$ cat config.mk
export PLATFORM = sky130hd
export DESIGN_NAME = rob_ctrl
export DESIGN_NICKNAME = d
export VERILOG_FILES = /design/src/rtl/rob_ctrl.sv
export SDC_FILE = /design/constraint.sdc
export NUM_CORES = 1
export LEC_CHECK = 0
export CAP_MARGIN = 30
export CORE_MARGIN = 1
export CORE_UTILIZATION = 40
export CTS_CLUSTER_DIAMETER = 50
export DETAILED_ROUTE_END_ITERATION = 10
export HOLD_SLACK_MARGIN = 0.15
export MAX_ROUTING_LAYER = met4
export PLACE_DENSITY = 0.55
export SYNTH_ARGS = -nofsm -noshare
export SYNTH_HDL_FRONTEND = slang
export SYNTH_SLANG_ARGS = --single-unit
$ cat constraint.sdc
create_clock -name clock -period 7.6 [get_ports clock]
set_clock_uncertainty 0.1 [all_clocks]
set_input_delay 1.52 -clock clock [delete_from_list [all_inputs] [get_ports clock]]
set_output_delay 1.52 -clock clock [all_outputs]
set_load 0.02 [all_outputs]
$ cat src/rtl/rob_ctrl.sv
// rob_ctrl -- reorder-buffer bookkeeping controller.
//
// Keeps ROB_SZ entries in a circular buffer addressed by tag (1..ROB_SZ,
// tag 0 means "no tag"). Allocates in order at dispatch, marks entries
// complete from the CDB, retires the head in order (one per cycle) and
// squashes everything younger than a mispredicted branch.
//
// Ports:
//   clock, reset                 rising-edge clock, synchronous active-high reset
//   dispatch_valid/has_dest/dest_reg  allocation request and its destination
//   cdb_valid/cdb_rob_tag/cdb_value   completion broadcast
//   branch_valid/branch_rob_tag       mispredict: squash entries younger than tag
//   rob_full, rob_new_tail_tag, tail, count   occupancy and allocation status
//   retire_valid/rob_tag/has_dest/dest_reg/value  head entry retiring this cycle
//
// Build option: define ROB_CDB_RETIRE_BYPASS_EN to let an incomplete head
// retire in the same cycle its CDB result arrives (value taken from the CDB).
// Without it the head retires no earlier than the cycle after completion.
module rob_ctrl #(
  parameter int ROB_SZ = 8,
  parameter int TAG_W  = 4
) (
  input  logic             clock,
  input  logic             reset,
  input  logic             dispatch_valid,
  input  logic             dispatch_has_dest,
  input  logic [4:0]       dispatch_dest_reg,
  input  logic             cdb_valid,
  input  logic [TAG_W-1:0] cdb_rob_tag,
  input  logic [31:0]      cdb_value,
  input  logic             branch_valid,
  input  logic [TAG_W-1:0] branch_rob_tag,
  output logic             rob_full,
  output logic [TAG_W-1:0] rob_new_tail_tag,
  output logic [TAG_W-1:0] tail,
  output logic             retire_valid,
  output logic [TAG_W-1:0] retire_rob_tag,
  output logic             retire_has_dest,
  output logic [4:0]       retire_dest_reg,
  output logic [31:0]      retire_value,
  output logic [TAG_W-1:0] count
);

  localparam logic [TAG_W-1:0] SZ  = TAG_W'(ROB_SZ);
  localparam logic [TAG_W-1:0] ONE = TAG_W'(1);

  function automatic logic [TAG_W-1:0] succ(input logic [TAG_W-1:0] t);
    return (t == SZ) ? ONE : t + ONE;
  endfunction

  // Position of tag t counted from the head (0 = oldest). Arithmetic wraps
  // modulo 2**TAG_W, which is harmless because the true result is < ROB_SZ.
  function automatic logic [TAG_W-1:0] age(input logic [TAG_W-1:0] from,
                                            input logic [TAG_W-1:0] t);
    return (t >= from) ? t - from : t + SZ - from;
  endfunction

  logic        ent_valid    [ROB_SZ];
  logic        ent_complete [ROB_SZ];
  logic        ent_has_dest [ROB_SZ];
  logic [4:0]  ent_dest     [ROB_SZ];
  logic [31:0] ent_value    [ROB_SZ];

  logic [TAG_W-1:0] head;
  logic             h_valid, h_complete, h_has_dest;
  logic [4:0]       h_dest;
  logic [31:0]      h_value;
  logic             br_hit, squash, do_retire, do_dispatch;
  logic [31:0]      ret_value;
  logic [TAG_W-1:0] keep_cnt;

  always_comb begin
    h_valid    = 1'b0;
    h_complete = 1'b0;
    h_has_dest = 1'b0;
    h_dest     = '0;
    h_value    = '0;
    br_hit     = 1'b0;
    for (int i = 0; i < ROB_SZ; i++) begin
      if (TAG_W'(i + 1) == head) begin
        h_valid    = ent_valid[i];
        h_complete = ent_complete[i];
        h_has_dest = ent_has_dest[i];
        h_dest     = ent_dest[i];
        h_value    = ent_value[i];
      end
      if (TAG_W'(i + 1) == branch_rob_tag && ent_valid[i])
        br_hit = 1'b1;
    end
    // A branch naming a free entry (or tag 0) is stale and does nothing.
    squash = branch_valid && br_hit;
`ifdef ROB_CDB_RETIRE_BYPASS_EN
    do_retire = !reset && h_valid &&
                (h_complete || (cdb_valid && cdb_rob_tag == head));
    ret_value = h_complete ? h_value : cdb_value;
`else
    do_retire = !reset && h_valid && h_complete;
    ret_value = h_value;
`endif
    do_dispatch = dispatch_valid && !rob_full && !branch_valid;
    // Entries kept by a squash: head through the branch entry inclusive.
    keep_cnt = age(head, branch_rob_tag) + ONE;
  end

  assign rob_full         = (count == SZ);
  assign rob_new_tail_tag = succ(tail);
  assign retire_valid     = do_retire;
  assign retire_rob_tag   = do_retire ? head : '0;
  assign retire_has_dest  = do_retire ? h_has_dest : 1'b0;
  assign retire_dest_reg  = do_retire ? h_dest : '0;
  assign retire_value     = do_retire ? ret_value : '0;

  always_ff @(posedge clock) begin
    if (reset) begin
      head  <= ONE;
      tail  <= SZ;
      count <= '0;
      for (int i = 0; i < ROB_SZ; i++) begin
        ent_valid[i]    <= 1'b0;
        ent_complete[i] <= 1'b0;
        ent_has_dest[i] <= 1'b0;
        ent_dest[i]     <= '0;
        ent_value[i]    <= '0;
      end
    end else begin
      for (int i = 0; i < ROB_SZ; i++) begin
        // Squash and dispatch never coincide (branch_valid blocks dispatch).
        // A squashed or retiring entry ignores any CDB write this cycle.
        if (squash && ent_valid[i] &&
            age(head, TAG_W'(i + 1)) > age(head, branch_rob_tag)) begin
          ent_valid[i]    <= 1'b0;
          ent_complete[i] <= 1'b0;
        end else if (do_retire && TAG_W'(i + 1) == head) begin
          ent_valid[i]    <= 1'b0;
          ent_complete[i] <= 1'b0;
        end else if (do_dispatch && TAG_W'(i + 1) == rob_new_tail_tag) begin
          ent_valid[i]    <= 1'b1;
          ent_complete[i] <= 1'b0;
          ent_has_dest[i] <= dispatch_has_dest;
          ent_dest[i]     <= dispatch_dest_reg;
          ent_value[i]    <= '0;
        end else if (cdb_valid && ent_valid[i] && TAG_W'(i + 1) == cdb_rob_tag) begin
          ent_complete[i] <= 1'b1;
          ent_value[i]    <= cdb_value;
        end
      end

      if (do_retire)
        head <= succ(head);

      if (squash) begin
        tail  <= branch_rob_tag;
        count <= keep_cnt - TAG_W'(do_retire);
      end else begin
        if (do_dispatch)
          tail <= rob_new_tail_tag;
        count <= count + TAG_W'(do_dispatch) - TAG_W'(do_retire);
      end
    end
  end

endmodule
Word-level counts from Yosys, hierarchy flattened
Memories as Yosys holds them, arrays and structs flattened.
Cells that the tools add are included.
- $mul: 0
- add/sub/neg operators: 25
- equal/unequal tests: 35
- div/mod/pow operators: 0
- order comparisons: 17
- muxes and demuxes: 300
- reductions and logical operators: 65
- shift-type cells: 0
- bitwise operators: 88
- operators with widths (operator ; count):
    32-bit 2-to-1 mux ; 25
    1-bit 2-to-1 mux ; 243
    1-bit OR ; 88
    5-bit 2-to-1 mux ; 17
    3-bit by 4-bit equality test with 1-bit output (first input constant) ; 16
    1-bit logical AND ; 61
    4-bit 2-to-1 mux ; 15
    2-bit by 4-bit equality test with 1-bit output (first input constant) ; 8
    4-bit > comparator ; 8
    4-bit subtractor (first input constant) ; 8
    1-bit by 4-bit equality test with 1-bit output (first input constant) ; 4
    4-bit equality test (first input constant) ; 4
    3-bit by 4-bit >= comparator with 1-bit output (first input constant) ; 4
    3-bit by 4-bit subtractor with 4-bit output (first input constant) ; 4
    4-bit by 1-bit adder with 4-bit output (second input constant) ; 3
    4-bit equality test (second input constant) ; 3
    2-bit by 4-bit >= comparator with 1-bit output (first input constant) ; 2
    1-bit by 4-bit subtractor with 4-bit output (first input constant) ; 2
    2-bit by 4-bit subtractor with 4-bit output (first input constant) ; 2
    4-bit by 1-bit subtractor with 4-bit output ; 2
    4-bit subtractor ; 2
    4-bit by 1-bit adder with 4-bit output ; 1
    4-bit adder (second input constant) ; 1
    1-bit by 4-bit >= comparator with 1-bit output (first input constant) ; 1
    other kinds (4) ; 6
- memories: 5
- output and inout port bits: 56
- memory bits (read-only): 0
- bits of input ports: 51
- RAM bits: 320
- bits in registers: 12
- latch bits: 0
- memory list (memory ; depth ; bits a word ; read ports ; clocked after Yosys merged registers in ; wr ports ; line ; RTL):
    ent_value ; 8 ; 32 ; 8 ; 0 ; 8 ; 62 ; logic [31:0] ent_value [ROB_SZ];
    ent_dest ; 8 ; 5 ; 8 ; 0 ; 8 ; 61 ; logic [4:0] ent_dest [ROB_SZ];
    ent_complete ; 8 ; 1 ; 8 ; 0 ; 8 ; 59 ; logic ent_complete [ROB_SZ];
    ent_has_dest ; 8 ; 1 ; 8 ; 0 ; 8 ; 60 ; logic ent_has_dest [ROB_SZ];
    ent_valid ; 8 ; 1 ; 8 ; 0 ; 8 ; 58 ; logic ent_valid [ROB_SZ];

Logic depth before layout (Yosys ltp)
- depth after elaboration: 20
- gate-level depth with buffers: 19
- mapped depth without buffers: 15

Worst setup path before layout
Ideal clock, no wire load.
- path kind: input to register
- from: input branch_rob_tag[0]
- to: memory ent_value[5][0] (netlist: ent_value[1][32]), enable pin
- library setup time: 432 ps
- setup slack: 1092 ps
- buffers on the path: 2
- data required time: 7068 ps
- stages on the path: 15
- arrival time: 5976 ps
- cells stage by stage: buf_2 -> inv_1 -> ha_1 -> inv_1 -> fa_1 -> a21oi_1 -> o21ai_0 -> mux2i_1 -> ha_1 -> o21a_1 -> o21a_1 -> o2111a_1 -> buf_2 -> nand2b_1 -> a21oi_1
- RTL lines (element ; line ; RTL):
    start: declaration ; 32 ; input logic [TAG_W-1:0] branch_rob_tag,
    end: declaration ; 62 ;

Final worst setup path
- from: register head[1]
- to: output retire_value[31]
- word-level cells in the longest chain between the ends: 12
- elaborated cells between the ends (all ways): 35
- those cells by class: eq/ne (8); mux (25); reduce/logical (2)
- ends and longest elaborated chain (element ; line ; RTL):
    start: declaration ; 64 ; logic [TAG_W-1:0] head;
    start signal: assignment ; 149 ; head <= succ(head);
    1-bit by 4-bit equality test with 1-bit output ; 80 ; if (TAG_W'(i + 1) == head) begin
    1-bit 2-to-1 mux (8 in a row) ; 80 ;
    1-bit logical AND (2 in a row) ; 97 ; do_retire = !reset && h_valid && h_complete;
    32-bit 2-to-1 mux * ; 111 ; assign retire_value = do_retire ? ret_value : '0;
    end: declaration ; 40 ; output logic [31:0] retire_value,
Mark *: on every way between the ends. The rest lies on a longest branch, timed or not.

==> impl_metrics.tcl <==
set metrics [dict create \
    status "finished clean" \
    route.detailed.drc 0 \
    setup_tns_ns 0 \
    clock_latency_ns 0.57 \
    drtIter0Drc 1389 \
    crit_chain "inv_1 -> ha_1 -> and3b_2 -> a32oi_1 -> a211oi_2 -> nand4_2 -> buf_4 -> nand2_2 -> buf_4 -> and3_1 -> clkdlybuf4s50_1" \
    worstPathRequired_ns 5.98 \
    fin_crit_ns 6.53 \
    path_max_fanout 35 \
    area_growth_pct 18.1 \
    post-cts-setup-buffers 0 \
    drt_first_pass_iters 5 \
    synth_cell_types 76 \
    async_reset_ff_frac 0 \
    p_leak_nw 7.77 \
    io_buffer_count 106 \
    setup.worst_path.class "register to primary output" \
    grt_pass1_vias 14500 \
    clk_pin_slew_ns 0.05 \
    die_w_um 214 \
    antenna_found_initial 0 \
    slew_violations 0 \
    cts.sinks 332 \
    worst_pin_slew_ns 1.04 \
    drive_gt1_frac 0.0963 \
    finalNetCount 1919 \
    grt_max_degree 47 \
    io-pin-count 107 \
    ys_ff_latch 332 \
    max_stage_delay_ns 0.66 \
    routed_via_density 6.07 \
    yosys_warnings 0 \
    hp-class "register to register" \
    ir_drop_uv 152 \
    dpl.hpwl_um 39300 \
    end_kind "primary output" \
    grt_pass1_wl_um 94200 \
    hold_buffers 0 \
    drv_cap 0 \
    cts_root_buf "clkbuf_16" \
    power.density_nw_per_um2 287 \
    finish.utilization 0.480 \
    rows 77 \
    h-tree-depth 2 \
    rsz0062_at_grt "false" \
    num_vias 14800 \
    max_freq_mhz 153 \
    syn_avg_cell_area_um2 10.3 \
    initial_utilization 0.406 \
    grt.total_usage 0.281 \
    slowest_stage "nand2_2" \
    syn-num-nets 1857 \
    seq_area_frac_synth 0.547 \
    wl_per_cell_um 25.8 \
    synth_flop_cell "edfxtp_1" \
    fp.dieH_um 214 \
    gp_congestion 0.907 \
    netlist_area_um2 18000 \
    cts_tree "yes" \
    ctsLongestPathBuffers 3 \
    critical_path_arrival_ns 4.91 \
    finalSetupViolCount 0 \
    max_slew_margin 0.300 \
    core_um2 44300 \
    die_area_um2 45900 \
    antenna_left 0 \
    startpoint_type "register" \
    period_share 0.859 \
    drt_wl_total_um 63100 \
    grt_overflow 0 \
    crit_top_cell "buf_4" \
    cts-buffers-inserted 43 \
    synth_enable_flop_cells 320 \
    post_cts_resized 0 \
    finalHoldViolations 0 \
    synth_cells 1754 \
]
==> metrics by stage <==
stage | hold slack [ns] | worst slack (ns) | power [W] | instance area [um^2] | cells
after global placement | 0.478 | 1.28 | 0.00410 | 19800 | 2359
final | 0.497 | 1.07 | 0.00609 | 21300 | 2441
after floorplan | 0.478 | 1.09 | 0.00341 | 18000 | 1754
after CTS | 0.504 | 1.10 | 0.00611 | 21300 | 2440
after detailed placement | 0.496 | 1.23 | 0.00411 | 19900 | 2363
after global routing | 0.583 | 0.848 | 0.00636 | 21300 | 2440
==> sequential cells by signal (all words and copies together) (netlist names) <==
signal	count
ent_valid	8
ent_complete	8
tail	4
ent_value	256
ent_has_dest	8
ent_dest	40
count	4
head	4
==> worst paths after layout <==
check | from | to | slack (ns) | depth (start not counted)
worst min register to register | tail[2]$_SDFFE_PP0P_ | tail[2]$_SDFFE_PP0P_ | 0.50 | 2
worst max register to register | head[1]$_SDFFE_PP0P_ | count[3]$_SDFF_PP0_ | 2.48 | 17
worst min-delay path | tail[2]$_SDFFE_PP0P_ | tail[2]$_SDFFE_PP0P_ | 0.50 | 2
worst max-delay path | head[1]$_SDFFE_PP0P_ | retire_value[31] | 1.07 | 11
==> power breakdown <==
| group | switching (W) | internal [W] |
|---|---|---|
| combinational | 0.00117 | 0.000709 |
| clock | 0.000815 | 0.00119 |
| sequential | 0.0000611 | 0.00214 |
| total | 0.00205 | 0.00404 |
==> worst max-delay path: cells and delay by family, from the launching register on <==
| family | cells | cell delay, ns |
|---|---|---|
| compound gates | 2 | 0.61 |
| fa+ha+maj | 1 | 0.32 |
| buf+inv | 4 | 1.44 |
| flops | 1 | 0.40 |
| simple gates | 4 | 1.54 |
==> placed cells by master (no fill, tap or decap), types with 5 or more instances in the layout <==
cell type,Yosys,final
xor2_1,7,7
xnor2_1,8,8
o22ai_1,39,39
nor2_1,220,216
or3_1,5,5
nor3b_2,4,5
clkinv_2,0,7
a21oi_4,0,7
clkbuf_1,106,11
a21oi_1,63,59
nor3_1,165,163
or2_2,5,5
nor3b_1,52,51
inv_1,37,37
and2_1,51,51
clkdlybuf4s50_1,0,106
nor4b_1,16,16
clkbuf_16,0,43
dfxtp_1,12,12
inv_6,0,5
o21a_1,9,9
fa_1,6,6
a211oi_1,79,79
o21ai_0,52,50
a21o_1,8,8
nand3_1,68,67
nand2_1,137,135
edfxtp_1,320,320
ha_1,46,46
nand4_1,10,10
a32oi_1,41,41
buf_12,0,7
buf_4,1,54
nand2b_1,9,8
nor2b_1,8,8
and3_1,48,47
==> cell usage after synthesis (8+ instances only) <==
master,n,area share
edfxtp_1,320,0.53
nor2_1,220,0.046
nor3_1,165,0.046
nand2_1,137,0.029
clkbuf_1,106,0.022
a211oi_1,79,0.033
nand3_1,68,0.019
a21oi_1,63,0.018
nor3b_1,52,0.022
o21ai_0,52,0.014
and2_1,51,0.018
and3_1,48,0.017
ha_1,46,0.032
a32oi_1,41,0.020
o22ai_1,39,0.014
buf_2,38,0.011
inv_1,37,0.0077
nor4b_1,16,0.0078
dfxtp_1,12,0.013
nand4_1,10,0.0035
nand2b_1,9,0.0031
o21a_1,9,0.0038
a21o_1,8,0.0033
nor2b_1,8,0.0028
xnor2_1,8,0.0039
==> metal layers <==
layer / global-route usage / wire length (um) / share of wire
met4: 0.106 / 2120 / 0.034
met3: 0.0345 / 4240 / 0.067
met1: 0.366 / 26500 / 0.42
met5: - / 0 / 0
met2: 0.450 / 30200 / 0.48
==> kinds of logic after synthesis <==
kind of cell | count (synthesis) | synth area share
flops | 332 | 0.547
fa+ha+maj | 52 | 0.0386
simple gates | 825 | 0.232
mux | 4 | 0.00299
xor+xnor | 15 | 0.00729
other cells | 1 | 0.000208
compound gates | 335 | 0.129
buf+inv | 190 | 0.0437
==> layout make-up <==
| cell class | instances | area, um^2 |
|---|---|---|
| Antenna cell | 1 | 2.50 |
| Fill cell | 4157 | 23100 |
| Multi-Input combinational cell | 1232 | 7530 |
| Clock buffer | 55 | 1130 |
| Clock inverter | 22 | 238 |
| Timing Repair Buffer | 169 | 1630 |
| Sequential cell | 332 | 9850 |
| Tap cell | 592 | 741 |
| Inverter | 38 | 143 |
No activity file was read; power rests on OpenSTA's default activity.
